**config.mk**
```make
export PLATFORM = sky130hd
export DESIGN_NAME = wash_sequencer
export DESIGN_NICKNAME = d
export VERILOG_FILES = /design/src/rtl/wash_sequencer.sv
export SDC_FILE = /design/constraint.sdc
export NUM_CORES = 1
export LEC_CHECK = 0
export BUFFER_PORTS_ARGS = -buffer_cell sky130_fd_sc_hd__buf_2
export CORE_UTILIZATION = 60
export DETAILED_ROUTE_END_ITERATION = 8
export GPL_TIMING_DRIVEN = 0
export PLACE_DENSITY = 0.85
export REMOVE_ABC_BUFFERS = 1
export SETUP_SLACK_MARGIN = 0.1
export SKIP_CTS_REPAIR_TIMING = 1
export SYNTH_ARGS = -nofsm -noshare
export SYNTH_HDL_FRONTEND = slang
export SYNTH_SLANG_ARGS = --single-unit
export TNS_END_PERCENT = 10
```
**constraint.sdc**
```tcl
create_clock -name clk -period 4.3 [get_ports clk]
set_input_delay 0.86 -clock clk [delete_from_list [all_inputs] [get_ports clk]]
set_output_delay 0.86 -clock clk [all_outputs]
set_load 0.005 [all_outputs]
```
**src/rtl/wash_sequencer.sv**
```systemverilog
// wash_sequencer: wash-program FSM stepping an external timer through soak, wash, rinse and spin.
module wash_sequencer #(
   parameter logic [15:0] SOAK_T    = 16'd10,
   parameter logic [15:0] WASH_T    = 16'd20,
   parameter logic [15:0] RINSE_T   = 16'd15,
   parameter logic [15:0] SPIN_T    = 16'd10,
   parameter logic [23:0] DONE_HOLD = 24'd12_000_000
) (
   input  logic        clk,
   input  logic        rst,
   input  logic        i_run,
   input  logic        i_abort,
   input  logic        i_lid,
   input  logic [1:0]  i_mode,
   input  logic [3:0]  i_response,
   output logic        o_start,
   output logic [15:0] o_state,
   output logic [1:0]  o_step,
   output logic        o_tmr_rst_n,
   output logic [3:0]  o_step_led,
   output logic        o_busy,
   output logic        o_done
);
   typedef enum logic [2:0] {IDLE, CLR, RUN, GAP, HOLD, DONE} state_e;
   state_e      state_q, state_d;
   logic [1:0]  step_q, step_d;
   logic [23:0] cnt_q, cnt_d;
   logic [3:0]  sync1_q, sync2_q, hist_q;
   logic        done_ev, active;
   logic [15:0] dur;
   always_ff @(posedge clk) begin
      if (rst) begin
         state_q <= IDLE;
         step_q  <= 2'd0;
         cnt_q   <= 24'd0;
         sync1_q <= 4'd0;
         sync2_q <= 4'd0;
         hist_q  <= 4'd0;
      end else begin
         state_q <= state_d;
         step_q  <= step_d;
         cnt_q   <= cnt_d;
         sync1_q <= i_response;
         sync2_q <= sync1_q;
         hist_q  <= sync2_q;
      end
   end
   // Only a rising flag of the step currently running counts as completion.
   assign done_ev = sync2_q[step_q] & ~hist_q[step_q];
   // The counter restarts from zero whenever a state does not explicitly advance it.
   always_comb begin
      state_d = state_q;
      step_d  = step_q;
      cnt_d   = 24'd0;
      if (i_abort && state_q != IDLE) begin
         state_d = IDLE;
         step_d  = 2'd0;
      end else begin
         case (state_q)
            IDLE: if (i_run && !i_lid) begin
               state_d = CLR;
               step_d  = i_mode;
            end
            CLR: if (cnt_q == 24'd1) state_d = RUN;
                 else cnt_d = cnt_q + 24'd1;
            RUN: state_d = done_ev ? (step_q == 2'd3 ? DONE : GAP) : (i_lid ? HOLD : RUN);
            GAP: begin
               state_d = RUN;
               step_d  = step_q + 2'd1;
            end
            HOLD: state_d = i_lid ? HOLD : RUN;
            DONE: if (cnt_q == DONE_HOLD - 24'd1) begin
               state_d = IDLE;
               step_d  = 2'd0;
            end else cnt_d = cnt_q + 24'd1;
            default: state_d = IDLE;
         endcase
      end
   end
   assign active      = state_q == CLR || state_q == RUN || state_q == GAP || state_q == HOLD;
   assign dur         = step_q == 2'd0 ? SOAK_T : step_q == 2'd1 ? WASH_T : step_q == 2'd2 ? RINSE_T : SPIN_T;
   assign o_start     = state_q == RUN;
   assign o_tmr_rst_n = state_q != CLR;
   assign o_step      = active ? step_q : 2'd0;
   assign o_state     = active ? dur : 16'd0;
   assign o_step_led  = active ? 4'b0001 << step_q : 4'd0;
   assign o_busy      = state_q != IDLE;
   assign o_done      = state_q == DONE;
endmodule

```
==> summary.txt <==
Run status
  • Status: completed

Setup path
  • Crit path kind: flip-flop to output pin
  • Critical R2R Launch: cnt_q[0]
  • CP Launch Type: flip-flop
  • Max incr delay on CP: around 0.57 ns
  • CP Capture Type: output pin
  • Worst path buffer plus inverter count: 1
  • Setup crit start: state_q[0]
  • Cell type of the slowest stage on the worst timing path: sky130_fd_sc_hd__dfxtp_1
  • Number of cells on the worst reg-to-reg path: 6
  • Cell-by-cell listing of the critical path: nor2_1 > nand2_1 > and3b_1 > buf_2
  • CP arrival: approximately 1.6 ns
  • WP data required: 3.44 ns
  • Top Family by Delay on Critical Path: simple AND/OR/NAND/NOR gates
  • Highest fanout seen on the critical path: 13
  • Number of gates on the worst path with buffers counted: 4

Placement
  • Dpl hpwl: 2.54 mm
  • Placed inst area: around 2200 um2
  • Port bufs: 25
  • Post-Place Setup Slack: 2.08 ns
  • Routability congestion estimate: 0.799

STA
  • Maximum clock frequency: 403 MHz
  • Post-layout worst setup margin: approximately 1.8 ns
  • Slew Limit Fails: 0
  • RSZ-0062 raised after global routing: false
  • Min Clock Period, post-route: roughly 2.5 ns
  • Final hold violation count: 0
  • Final cycle utilization of the critical path: 0.577
  • Worst clock skew: 0.00854 ns
  • Slew @ Worst Pin: 0.506 ns
  • Slew Limit Headroom: 0.663
  • Endpoints failing setup: 0
  • Setup TNS Final: 0 ns

Floorplanning
  • Die ar.: 3800 um2
  • Placeable core region: 3360 um2
  • Initial Utilization: 0.634
  • Die height: 61.6 um
  • Number of primary I/O pins: 37
  • Std cell rows: 21
  • Die extent in x: 61.6 um

Hold path
  • Hold path startpoint: sync1_q[3]
  • WHS Path Cells: 1
  • Worst min path class: flip-flop to flip-flop

Final layout
  • Net count of the finished layout: 275
  • Final instance area: 2260 um2
  • ANT cells: 0
  • Layout cell share with drive strength beyond 1: 0.221
  • Area Growth Syn to Fin: 6.04%
  • Fill cell total of the finished layout: between 200 and 300

Clock network
  • Clock-pin slew of the registers on the worst-case setup and hold paths: 0.14 ns
  • CTS Root Buffer Type: sky130_fd_sc_hd__clkbuf_4
  • Maximum buffer depth of the clock tree: 2
  • Worst-Skew Late Latency: 0.36 ns
  • Number of sinks on the clock net: 41
  • Maximum level of the CTS H-tree: 2
  • CTS tree: yes
  • Number of buffers created by CTS: 5

Drt
  • Final ANT Viol Nets: 0
  • DRC viols: 0
  • Post-DR wirelength/cell: 11.5 um
  • Pre-antenna DRT Iters: 4
  • DR iter-0 viols: 134
  • Number of vias after detailed routing: 1631
  • Number of vias per cell: 5.37
  • Wire length after detailed routing: 3.50 mm

Synthesis
  • Gate count of the mapped netlist: 236
  • Warning count from the yosys run: 0
  • Synthesized cell area: 2130 um2
  • Library cells used by synthesis: 46
  • Synth Register Bits: 41
  • Fraction of synthesized cell area taken by the top area cell type: 0.385
  • Most frequently used flop master after synthesis: sky130_fd_sc_hd__dfxtp_1
  • Library cell with the highest instance count after synthesis: sky130_fd_sc_hd__dfxtp_1
  • Top area cells in the synthesized netlist: sky130_fd_sc_hd__dfxtp_1, sky130_fd_sc_hd__xor2_1, sky130_fd_sc_hd__nor2b_1, sky130_fd_sc_hd__buf_4, sky130_fd_sc_hd__ha_1
  • Biggest area consumer among synthesized cells: sky130_fd_sc_hd__dfxtp_1
  • Share of flip-flops with an asynchronous set or reset: 0
  • Top cell types by occurrence after synthesis: sky130_fd_sc_hd__dfxtp_1, sky130_fd_sc_hd__nor2_1, sky130_fd_sc_hd__nor2b_1
  • Mean instance size in the synthesized netlist: 9.04 um2
  • Sequential element share of the synthesized area: 0.385
  • Count of flip-flops with a built-in enable after synthesis: 0

Flow run
  • MaxCap Viol Count: 0

Pwr
  • Worst voltage drop across the vdd grid: 0.218 mV
  • Static leakage: just over 0.9 nW
  • Pwr dens: 302 nW/um2

GRT
  • Overall fraction of global-route tracks in use: 0.191
  • Total overflow reported by the global router: 0
  • Vias in the first global route: 1207
  • Pin count of the biggest net entering global routing: 25
  • Wire length of the first global-routing pass: 5.31 mm
  • Antenna violations before repair: 0
-- kinds of logic (layout without fill, tap and decap cells) --
kind of cell,count (synthesis),count (layout),share of synthesized area
compound gates,19,19,0.0651
xor+xnor,22,22,0.0903
simple gates,118,118,0.319
buf+inv,26,38,0.0827
fa+ha+maj,7,7,0.0411
flops,41,41,0.385
mux,2,2,0.0152
other cells,1,11,0.00176
-- worst register-to-register path: stages, from the launching register on --
cell and delay [ns]:
sky130_fd_sc_hd__dfxtp_1 0.44, sky130_fd_sc_hd__ha_1 0.21, sky130_fd_sc_hd__nand3_1 0.19, sky130_fd_sc_hd__nor2_1 0.40
sky130_fd_sc_hd__and3_2 0.29, sky130_fd_sc_hd__a2111o_2 0.48, sky130_fd_sc_hd__nor2_1 0.12
-- flip-flops by register name, summed over array words and instances (netlist names) --
| name | count |
|---|---|
| state_q | 3 |
| hist_q | 4 |
| sync1_q | 4 |
| step_q | 2 |
| cnt_q | 24 |
| sync2_q | 4 |
-- metal layers --
metal  share of wire  vias up  track usage
met5               0        -            0
met4           0.016        0       0.0794
met3           0.038        7       0.0588
met2            0.46       35        0.286
met1            0.49      763        0.256
li1                -      826            -
-- power breakdown --
part	leakage, nW	internal (W)	switching, W
combinational	0.547	0.0000328	0.0000400
clock	0.0381	0.0000719	0.000140
sequential	0.333	0.000388	0.00000918
total	0.918	0.000493	0.000189
-- placed cells by master (no fill, tap or decap), types with 2 or more instances in the layout --
cell type                  instances
sky130_fd_sc_hd__a21oi_1           4
sky130_fd_sc_hd__clkbuf_4          5
sky130_fd_sc_hd__dfxtp_1          41
sky130_fd_sc_hd__buf_2            25
sky130_fd_sc_hd__nor4_1            2
sky130_fd_sc_hd__and4_1            4
sky130_fd_sc_hd__a211oi_1          2
sky130_fd_sc_hd__nor3_1            6
sky130_fd_sc_hd__xor2_1           17
sky130_fd_sc_hd__and4_2            2
sky130_fd_sc_hd__nand3_1          13
sky130_fd_sc_hd__or2b_2            2
sky130_fd_sc_hd__nor2b_1          19
sky130_fd_sc_hd__inv_6             2
sky130_fd_sc_hd__inv_1             5
sky130_fd_sc_hd__and3_2            3
sky130_fd_sc_hd__nor2_2           10
sky130_fd_sc_hd__nor2_1           23
sky130_fd_sc_hd__conb_1           11
sky130_fd_sc_hd__nand2_1          12
sky130_fd_sc_hd__ha_1              7
sky130_fd_sc_hd__xnor2_1           5
sky130_fd_sc_hd__o21ai_0           2
sky130_fd_sc_hd__nand4_1           6
sky130_fd_sc_hd__and3_1            9
-- final timing paths --
kind	end	slack [ns]
hold reg to reg	sync2_q[3]	0.45
hold / removal	sync2_q[3]	0.45
setup / recovery	o_state[1]	1.82
setup reg to reg	cnt_q[8]	2.06
-- through the flow --
| stage | hold slack (ns) | power, W | utilization | instances |
|---|---|---|---|---|
| final | 0.453 | 0.000682 | 0.673 | 304 |
| after global routing | 0.475 | 0.000723 | 0.673 | 304 |
| after CTS | 0.459 | 0.000693 | 0.673 | 304 |
| after detailed placement | 0.427 | 0.000478 | 0.653 | 296 |
| after global placement | 0.416 | 0.000476 | 0.653 | 296 |
| after floorplan | 0.414 | 0.000452 | - | 225 |
-- final cells by class --
class                      instances  area [um2]  share of cell area
clock inverter                     3        28.8              0.0127
tap                               46        57.6              0.0254
inverter                           5        18.8             0.00830
multi-input combinational        179        1170               0.519
timing repair buffer              25         125              0.0553
clock buffer                       5        37.5              0.0166
sequential                        41         821               0.363
No activity file was read; power rests on OpenSTA's default activity.
